**src/rtl/ascon_ctrl.sv**
```systemverilog
// ascon_ctrl: sequencing FSM for an Ascon AEAD datapath. Walks the datapath
// through init, AD absorption, text absorption, finalisation and tag
// emission/check, issuing one-cycle strobes and per-round enables.
module ascon_ctrl #(
  parameter int unsigned ROUNDS_A = 12,
  parameter int unsigned ROUNDS_B = 6
) (
  input  logic       clk_i,
  input  logic       rst_ni,
  input  logic       start_i,
  input  logic [3:0] mode_i,
  input  logic       bdi_valid_i,
  input  logic [3:0] bdi_type_i,
  output logic       bdi_ready_o,
  output logic       load_init_o,
  output logic       absorb_o,
  output logic       absorb_last_o,
  output logic       key_xor_o,
  output logic       dsep_o,
  output logic       round_en_o,
  output logic [3:0] round_idx_o,
  output logic       tag_out_o,
  output logic [1:0] tag_idx_o,
  input  logic       tag_eq_i,
  output logic       busy_o,
  output logic       done_o,
  output logic       auth_o
);

  typedef enum logic [3:0] {
    S_IDLE, S_INIT, S_INIT_PERM, S_AD_ABS, S_AD_PERM,
    S_TXT_ABS, S_TXT_PERM, S_FIN_PERM, S_TAG, S_DONE
  } state_t;

  localparam logic [3:0] RND_A0   = 4'(12 - ROUNDS_A);
  localparam logic [3:0] RND_B0   = 4'(12 - ROUNDS_B);
  localparam logic [3:0] RND_LAST = 4'd11;
  localparam logic [1:0] T_AD     = 2'd1;
  localparam logic [1:0] T_TXT    = 2'd2;
  localparam logic [1:0] T_TAG    = 2'd3;

  state_t     state_reg, state_next;
  logic       start_q_reg, arm_reg;
  logic       dec_reg, dec_next;
  logic       auth_reg, auth_next;
  logic       ad_last_reg, ad_last_next;
  logic       word_cnt_reg, word_cnt_next;
  logic [3:0] round_reg, round_next;
  logic [1:0] tag_cnt_reg, tag_cnt_next;
  logic       key_pend_reg, key_pend_next;
  logic       dsep_pend_reg, dsep_pend_next;

  logic [1:0] word_type;
  logic       word_last, word_acc, start_edge, pause, perm_state, round_step, ad_to_txt, tag_step;
  logic       unused_bits;

  assign unused_bits = ^{mode_i[3:1], bdi_type_i[2]};
  assign word_type   = bdi_type_i[1:0];
  assign word_last   = bdi_type_i[3];
  assign word_acc    = bdi_valid_i & bdi_ready_o;
  // arm_reg masks the first cycle after reset so a start_i already high is not taken as an edge
  assign start_edge  = arm_reg & start_i & ~start_q_reg;
  // a pending key/dsep strobe occupies a cycle of its own: no rounds, no handshakes
  assign pause       = key_pend_reg | dsep_pend_reg;
  assign perm_state  = (state_reg == S_INIT_PERM) || (state_reg == S_AD_PERM) ||
                       (state_reg == S_TXT_PERM)  || (state_reg == S_FIN_PERM);
  assign round_step  = perm_state & ~pause;
  assign ad_to_txt   = (state_reg == S_AD_ABS) && !pause && bdi_valid_i &&
                       (word_type == T_TXT) && !word_cnt_reg;
  assign tag_step    = (state_reg == S_TAG) && !pause &&
                       (dec_reg ? (word_acc && word_type == T_TAG) : 1'b1);

  // state and control registers
  always_ff @(posedge clk_i or negedge rst_ni) begin
    if (!rst_ni) begin
      state_reg     <= S_IDLE;
      start_q_reg   <= 1'b0;
      arm_reg       <= 1'b0;
      dec_reg       <= 1'b0;
      auth_reg      <= 1'b0;
      ad_last_reg   <= 1'b0;
      word_cnt_reg  <= 1'b0;
      round_reg     <= 4'd0;
      tag_cnt_reg   <= 2'd0;
      key_pend_reg  <= 1'b0;
      dsep_pend_reg <= 1'b0;
    end else begin
      state_reg     <= state_next;
      start_q_reg   <= start_i;
      arm_reg       <= 1'b1;
      dec_reg       <= dec_next;
      auth_reg      <= auth_next;
      ad_last_reg   <= ad_last_next;
      word_cnt_reg  <= word_cnt_next;
      round_reg     <= round_next;
      tag_cnt_reg   <= tag_cnt_next;
      key_pend_reg  <= key_pend_next;
      dsep_pend_reg <= dsep_pend_next;
    end
  end

  // next-state and counter update
  always_comb begin
    state_next     = state_reg;
    dec_next       = dec_reg;
    auth_next      = auth_reg;
    ad_last_next   = ad_last_reg;
    word_cnt_next  = word_cnt_reg;
    round_next     = round_reg;
    tag_cnt_next   = tag_cnt_reg;
    key_pend_next  = 1'b0;
    dsep_pend_next = 1'b0;
    unique case (state_reg)
      S_IDLE, S_DONE: begin
        if (start_edge) begin
          state_next    = S_INIT;
          dec_next      = mode_i[0];
          auth_next     = 1'b0;
          ad_last_next  = 1'b0;
          word_cnt_next = 1'b0;
          tag_cnt_next  = 2'd0;
        end
      end
      S_INIT: begin
        state_next = S_INIT_PERM;
        round_next = RND_A0;
      end
      S_INIT_PERM, S_AD_PERM, S_TXT_PERM, S_FIN_PERM: begin
        if (round_step) begin
          if (round_reg != RND_LAST) begin
            round_next = round_reg + 4'd1;
          end else begin
            unique case (state_reg)
              S_INIT_PERM: begin
                state_next    = S_AD_ABS;
                key_pend_next = 1'b1;
              end
              S_AD_PERM: begin
                state_next     = ad_last_reg ? S_TXT_ABS : S_AD_ABS;
                dsep_pend_next = ad_last_reg;
              end
              S_TXT_PERM: state_next = S_TXT_ABS;
              default: begin
                state_next    = S_TAG;
                key_pend_next = 1'b1;
                auth_next     = 1'b1;
                tag_cnt_next  = 2'd0;
              end
            endcase
          end
        end
      end
      S_AD_ABS: begin
        if (ad_to_txt) begin
          state_next = S_TXT_ABS;
        end else if (word_acc && word_type == T_AD) begin
          if (word_last || word_cnt_reg) begin
            state_next    = S_AD_PERM;
            word_cnt_next = 1'b0;
            round_next    = RND_B0;
            ad_last_next  = word_last;
          end else begin
            word_cnt_next = 1'b1;
          end
        end
      end
      S_TXT_ABS: begin
        if (word_acc && word_type == T_TXT) begin
          if (word_last) begin
            state_next    = S_FIN_PERM;
            key_pend_next = 1'b1;
            word_cnt_next = 1'b0;
            round_next    = RND_A0;
          end else if (word_cnt_reg) begin
            state_next    = S_TXT_PERM;
            word_cnt_next = 1'b0;
            round_next    = RND_B0;
          end else begin
            word_cnt_next = 1'b1;
          end
        end
      end
      S_TAG: begin
        if (tag_step) begin
          if (dec_reg) auth_next = auth_reg & tag_eq_i;
          if (tag_cnt_reg == 2'd3) state_next = S_DONE;
          else tag_cnt_next = tag_cnt_reg + 2'd1;
        end
      end
      default: state_next = S_IDLE;
    endcase
  end

  // output decode
  always_comb begin
    bdi_ready_o = 1'b0;
    load_init_o = 1'b0;
    absorb_o    = 1'b0;
    round_en_o  = 1'b0;
    round_idx_o = 4'd0;
    tag_out_o   = 1'b0;
    tag_idx_o   = 2'd0;
    busy_o      = (state_reg != S_IDLE) && (state_reg != S_DONE);
    done_o      = (state_reg == S_DONE);
    auth_o      = (state_reg == S_DONE) && auth_reg && dec_reg;
    key_xor_o   = key_pend_reg;
    dsep_o      = dsep_pend_reg | ad_to_txt;
    unique case (state_reg)
      S_INIT: load_init_o = 1'b1;
      S_INIT_PERM, S_AD_PERM, S_TXT_PERM, S_FIN_PERM: begin
        round_en_o  = round_step;
        round_idx_o = round_step ? round_reg : 4'd0;
      end
      S_AD_ABS: begin
        if (!pause) begin
          bdi_ready_o = !ad_to_txt;
          absorb_o    = bdi_valid_i && (word_type == T_AD);
        end
      end
      S_TXT_ABS: begin
        if (!pause) begin
          bdi_ready_o = 1'b1;
          absorb_o    = bdi_valid_i && (word_type == T_TXT);
        end
      end
      S_TAG: begin
        if (!pause) begin
          bdi_ready_o = dec_reg;
          tag_out_o   = !dec_reg;
          tag_idx_o   = tag_cnt_reg;
        end
      end
      default: ;
    endcase
    absorb_last_o = absorb_o & word_last;
  end

endmodule

```
**config.mk**
```make
export PLATFORM = sky130hd
export DESIGN_NAME = ascon_ctrl
export DESIGN_NICKNAME = d
export VERILOG_FILES = /design/src/rtl/ascon_ctrl.sv
export SDC_FILE = /design/constraint.sdc
export NUM_CORES = 1
export LEC_CHECK = 0
export ABC_AREA = 1
export BUFFER_PORTS_ARGS = -buffer_cell sky130_fd_sc_hd__buf_2
export CORE_MARGIN = 10
export CORE_UTILIZATION = 36
export CTS_BUF_LIST = sky130_fd_sc_hd__clkbuf_8
export DETAILED_ROUTE_END_ITERATION = 12
export MAX_ROUTING_LAYER = met4
export PLACE_DENSITY = 0.67
export SKIP_CTS_REPAIR_TIMING = 1
export SKIP_LAST_GASP = 1
export SYNTH_ARGS = -nofsm -noshare
export SYNTH_HDL_FRONTEND = slang
export SYNTH_SLANG_ARGS = --single-unit
```
**constraint.sdc**
```tcl
create_clock -name clk_i -period 2.4 [get_ports clk_i]
set_input_delay 0.12 -clock clk_i [delete_from_list [all_inputs] [get_ports clk_i]]
set_output_delay 0.12 -clock clk_i [all_outputs]
set_load 0.02 [all_outputs]
```
==> impl_metrics.toml, run 1 <==
[synthesis]
synth_top_family_by_area = "simple AND/OR/NAND/NOR gates"
yosys.area.top_type = "dfrtp_1"
seq_area_frac_synth = 0.306
ys_types = 26
netlist_top_cells_area = "dfrtp_1, nand2_1, nor2_1, inv_1, nand3_1"
synth_edf_count = 0
async_flop_share = 1.00
synth_area_per_cell_sq_um = 6.67
synthAdderAreaFrac = 0.0170
synth_mux_area_frac = 0
synth_cells = 221
synth_top_area_share = 0.306
synth-simple-area-share = 0.463
synth_compound_area_frac = 0.125
synth_fp_nets = 236
yosysWarningCount = 0
ys.flop_type = "dfrtp_1"
synth_seq_cells = 18
synth_xor_area_frac = 0.00594
yosys.cell_count.top_type = "nand2_1"
yosys-top-cells-count = "nand2_1, nor2_1, inv_1"
syn_area_sq_um = 1470

[worst_setup_path]
rrSetupSlack_ns = 0.50
critical_path_class = "flop to output port"
worstReg2RegEnd = "round_reg[1]"
worst_path_largest_cell_delay_ns = 0.45
slowest_stage = "dfrtp_1"
start_kind = "flop"
timing.critical_path.buf_inv = 3
rr_worst_depth = 12
cpMostUsedCell = "nor2_1"
path_cells = "nor2_1, nand3_1, nand3_4, inv_2, nor2_1, inv_2, nor2_1, buf_2"
critical_path_arrival_ns = 1.98
reg2reg_from = "key_xor_o"
crit_family = "simple AND/OR/NAND/NOR gates"
crit_fanout = 8
end_kind = "output port"
cp.required_ns = 2.28

[global_routing]
grt_pass1_vias = 1402
overflow = 0
antenna_found_initial = 0
track_usage = 0.110
grt_max_degree = 19
grt_pass1_wl_um = 6390

[floorplanning]
die_area_sq_um = 7050
die_width_um = 84.0
fp.dieH_um = 84.0
rows = 23
io_pins = 30
core-area_sq_um = 3970
initial_core_util = 0.371

[power_and_ir_drop]
irDropWorstVdd_mv = 0.601
leakagePower_nw = 0.961
netSwitchingPower_mw = 1.12
p_clk_frac = 0.122
internal_power_mw = 0.989
seqPwrFrac = 0.236
p_per_area_nw_per_um2 = 1220
switching_share = 0.531
pwr-share-comb = 0.642

[clock_tree]
cts_htree_levels = 1
clkTransAtPathRegs_ns = 0.07
cts_inserted_buffers = 3
clk_latency_ns = 0.26
clock-root-buffer = "clkbuf_8"
cts_tree = "built"
clock-sinks = 18
clockBufferDepth = 2

[final_layout]
nFillCells = 417
synthToLayoutAreaGrowth_pct = 17.8
drive_above_1_share = 0.258
antenna_cells = 0
regArea_sq_um = 450
multi_input_area_sq_um = 903
stdcell_area_sq_um = 1740
layout.nets = 268

[drt]
vias = 1460
wirelength_um = 3730
drt_iter0_markers = 83
dr.pass1.iters = 4
drt-wirelength-per-cell_um = 12.4
drc = 0
antenna_left = 0
avgViaCountPerCell = 4.83

[placed_design]
dpl_cell_area_sq_um = 1660
pre_cts_ws_ns = 0.530
gp_congestion = 0.935
port_buffers = 25
dpl.hpwl_um = 3000

[timing]
final_hold_viol_count = 0
fmax_mhz = 476
holdWs_ns = 0.106
rsz0062_at_grt = "no"
drv_slew = 0
period_needed_ns = 2.10
worst_clock_skew_ns = 0.00422
fin_ws_ns = 0.301
finalCritPeriodShare = 0.875
setup_violations = 0
setup-tns-final_ns = 0

[run]
drv_cap = 0

[hold_path]
hp-start = "mode_i[0]"
hold_depth = 3
hp-class = "primary input to flop"
holdPathEnd = "dec_reg"

[outcome]
status = "finished, final reports clean"
==> power groups by stage <==
| stage | combinational [mW] | clock (mW) | sequential, mW |
|---|---|---|---|
| floorplan | 1.08 | 0 | 0.475 |
| global placement | 1.34 | 0 | 0.507 |
| detailed placement | 1.35 | 0 | 0.504 |
| CTS | 1.36 | 0.263 | 0.499 |
| global route | 1.54 | 0.274 | 0.513 |
| finish | 1.36 | 0.257 | 0.499 |
==> per-layer routing <==
layer  share of wire  routed length (um)  GRT usage
met1            0.46                1720      0.132
met2            0.45                1670      0.175
met3           0.072                 267     0.0205
met4           0.021                  78     0.0441
met5               0                   0          -
==> through the flow <==
step | power (mW) | util | cells
2_1_floorplan | 1.55 | - | 221
3_3_place_gp | 1.85 | 0.418 | 296
3_5_place_dp | 1.86 | 0.418 | 296
4_1_cts | 2.12 | 0.432 | 300
5_1_grt | 2.33 | 0.437 | 302
6_report | 2.11 | 0.437 | 302
==> tightest hold or removal path: stages <==
cell and delay (ns):
buf_2 0.07, nor2_1 0.03, a21oi_1 0.10
==> kinds of logic after synthesis <==
family                     count (synthesis)
adders and majority gates                  2
AOI/OAI and AO/OA                         31
other                                      1
and+or+nand+nor                          136
buffers and inverters                     32
DFF                                       18
xor gates and xnor gates                   1
==> cell usage in the layout (no fill, tap or decap), drive strengths merged <==
cell         Yosys  layout
o32ai            1       1
a21boi           2       2
nor2            40      40
dfrtp           18      18
o221ai           1       1
buf              0      25
dlygate4sd3      0       2
a21o             1       1
ha               2       2
a21oi           10      10
nand2           71      71
clkbuf           0       4
o21bai           1       1
inv             32      32
xor2             1       1
o21ai           15      15
nand4            3       3
or2              1       1
nand3           21      21
conb             1       1
==> how the worst max path moves through the flow <==
stage	startpoint	to	slack, ns	depth (start not counted)
finish	state_reg[3]	round_idx_o[1]	0.30	8
global route	state_reg[3]	round_idx_o[1]	0.07	8
CTS	state_reg[3]	round_idx_o[3]	0.29	8
detailed placement	key_xor_o	round_reg[1]	0.53	12
global placement	key_xor_o	round_reg[3]	0.53	12
floorplan	state_reg[3]	round_idx_o[0]	0.55	7
==> layout make-up <==
class | count | share of cell area
inverters | 32 | 0.0692
clock buffers | 4 | 0.0317
multi-input cells | 171 | 0.520
repair buffers | 27 | 0.0836
well taps | 50 | 0.0360
flip-flops and latches | 18 | 0.259
(Power assumes the default switching activity.)
==> run 2: changes to the inputs <==
- PLACE_DENSITY: 0.67 -> 0.58
- SETUP_SLACK_MARGIN: default -> 0.4
==> run 2 against run 1 <==
Via count rose by 1.4%. Die area unchanged. Power up 5.7%. Worst setup slack gained 0.22 ns. Fmax is 12% higher. Non-clock buffer count increased by 3. Register-to-register slack better by 0.07 ns. Utilization increased by 2.2 points. Combinational power is 7% higher. Clock power hardly changed. Largest cell class unchanged.
==> impl_metrics.toml, run 2 (same netlist as run 1, synthesis figures left out) <==
[outcome]
status = "finished, final reports clean"

[timing]
period_needed_ns = 1.88
fmax_mhz = 531
worst_clock_skew_ns = 0.00138
drv_slew = 0
rsz0062_at_grt = "no"
holdWs_ns = 0.110
finalCritPeriodShare = 0.784
setup_violations = 0
setup-tns-final_ns = 0
final_hold_viol_count = 0

[worst_setup_path]
end_kind = "output port"
crit_fanout = 8
cp.required_ns = 2.28
critical_path_class = "flop to output port"
critical_path_arrival_ns = 1.76
start_kind = "flop"

[clock_tree]
clockBufferDepth = 2
clk_latency_ns = 0.26
clkTransAtPathRegs_ns = 0.07
clock-root-buffer = "clkbuf_8"
cts_inserted_buffers = 3
cts_tree = "built"
cts_htree_levels = 1
clock-sinks = 18

[final_layout]
drive_above_1_share = 0.322
final_common_cell = "nand2_1"
finish.utilization = 0.459
synthToLayoutAreaGrowth_pct = 23.8
nFillCells = 451
antenna_cells = 0
layout.nets = 271
layout_common_cells = "nand2_1, nor2_1, buf_2, inv_1, dfrtp_1"

[drt]
drt_iter0_markers = 109
drc = 0
avgViaCountPerCell = 4.85
wirelength_um = 3950
drt-wirelength-per-cell_um = 12.9
antenna_left = 0
dr.pass1.iters = 5
vias = 1480

[power_and_ir_drop]
irDropWorstVdd_mv = 0.703
leakagePower_nw = 0.977
p_per_area_nw_per_um2 = 1220

[floorplanning]
initial_core_util = 0.371
die_width_um = 84.0
core-area_sq_um = 3970
io_pins = 30
rows = 23
die_area_sq_um = 7050
fp.dieH_um = 84.0

[run]
drv_cap = 0

[global_routing]
track_usage = 0.115
overflow = 0
grt_pass1_wl_um = 6600
grt_max_degree = 19
grt_pass1_vias = 1407
antenna_found_initial = 0

[placed_design]
port_buffers = 25
gp_congestion = 0.943
dpl.hpwl_um = 3070

[hold_path]
hp-class = "primary input to flop"
-- run 2: changes by cell type in the layout (fill, tap and decap cells not counted), sizes merged --
cell / delta
buf: +3
-- run 2: critical path, stage by stage (launching register included) --
cell     delay, ns
dfrtp_2       0.47
inv_2         0.10
nand2_1       0.10
nor2_4        0.13
inv_2         0.06
nand3_4       0.10
inv_2         0.09
nor2_4        0.13
inv_2         0.08
nor2_1        0.08
buf_2         0.16
-- run 2: layer usage --
metal  wire length (um)  GRT usage  up-vias  part of all wire
li1                   -          -      771                 -
met1               1890      0.147      657              0.48
met2               1780      0.178       44              0.45
met3                247     0.0313        8             0.063
met4                 34     0.0228        0            0.0086
met5                  0          -        -                 0
-- run 2: final cells by class --
cell class,instances,area (sq um),area share
Inverter,32,123,0.0672
Multi-Input combinational cell,171,953,0.523
Sequential cell,18,455,0.250
Tap cell,50,62.6,0.0343
Timing Repair Buffer,30,175,0.0960
Clock buffer,4,55.1,0.0302
-- run 2: final timing paths --
check	startpoint	endpoint	slack [ns]	depth (start not counted)
max in group asynchronous	rst_ni	state_reg[0]	1.75	2
min in group asynchronous	rst_ni	word_cnt_reg	0.33	2
min	mode_i[0]	dec_reg	0.11	3
min reg2reg	auth_reg	auth_reg	0.50	2
max	state_reg[3]	round_idx_o[0]	0.52	10
max reg2reg	state_reg[3]	tag_cnt_reg[0]	0.57	13
-- run 2: where the power goes --
group	switching (mW)	leakage, nW	internal, mW
Sequential	0.128	0.230	0.399
Clock	0.112	0.0288	0.146
Combinational	0.951	0.718	0.496
-- run 2: per-stage QoR --
stage | instance area [sq um] | power [mW] | cells | setup WS (ns)
finish | 1820 | 2.23 | 305 | 0.517
global route | 1820 | 2.46 | 305 | 0.403
CTS | 1720 | 2.14 | 300 | 0.288
detailed placement | 1660 | 1.87 | 296 | 0.476
global placement | 1660 | 1.87 | 296 | 0.506
floorplan | 1470 | 1.55 | 221 | 0.545
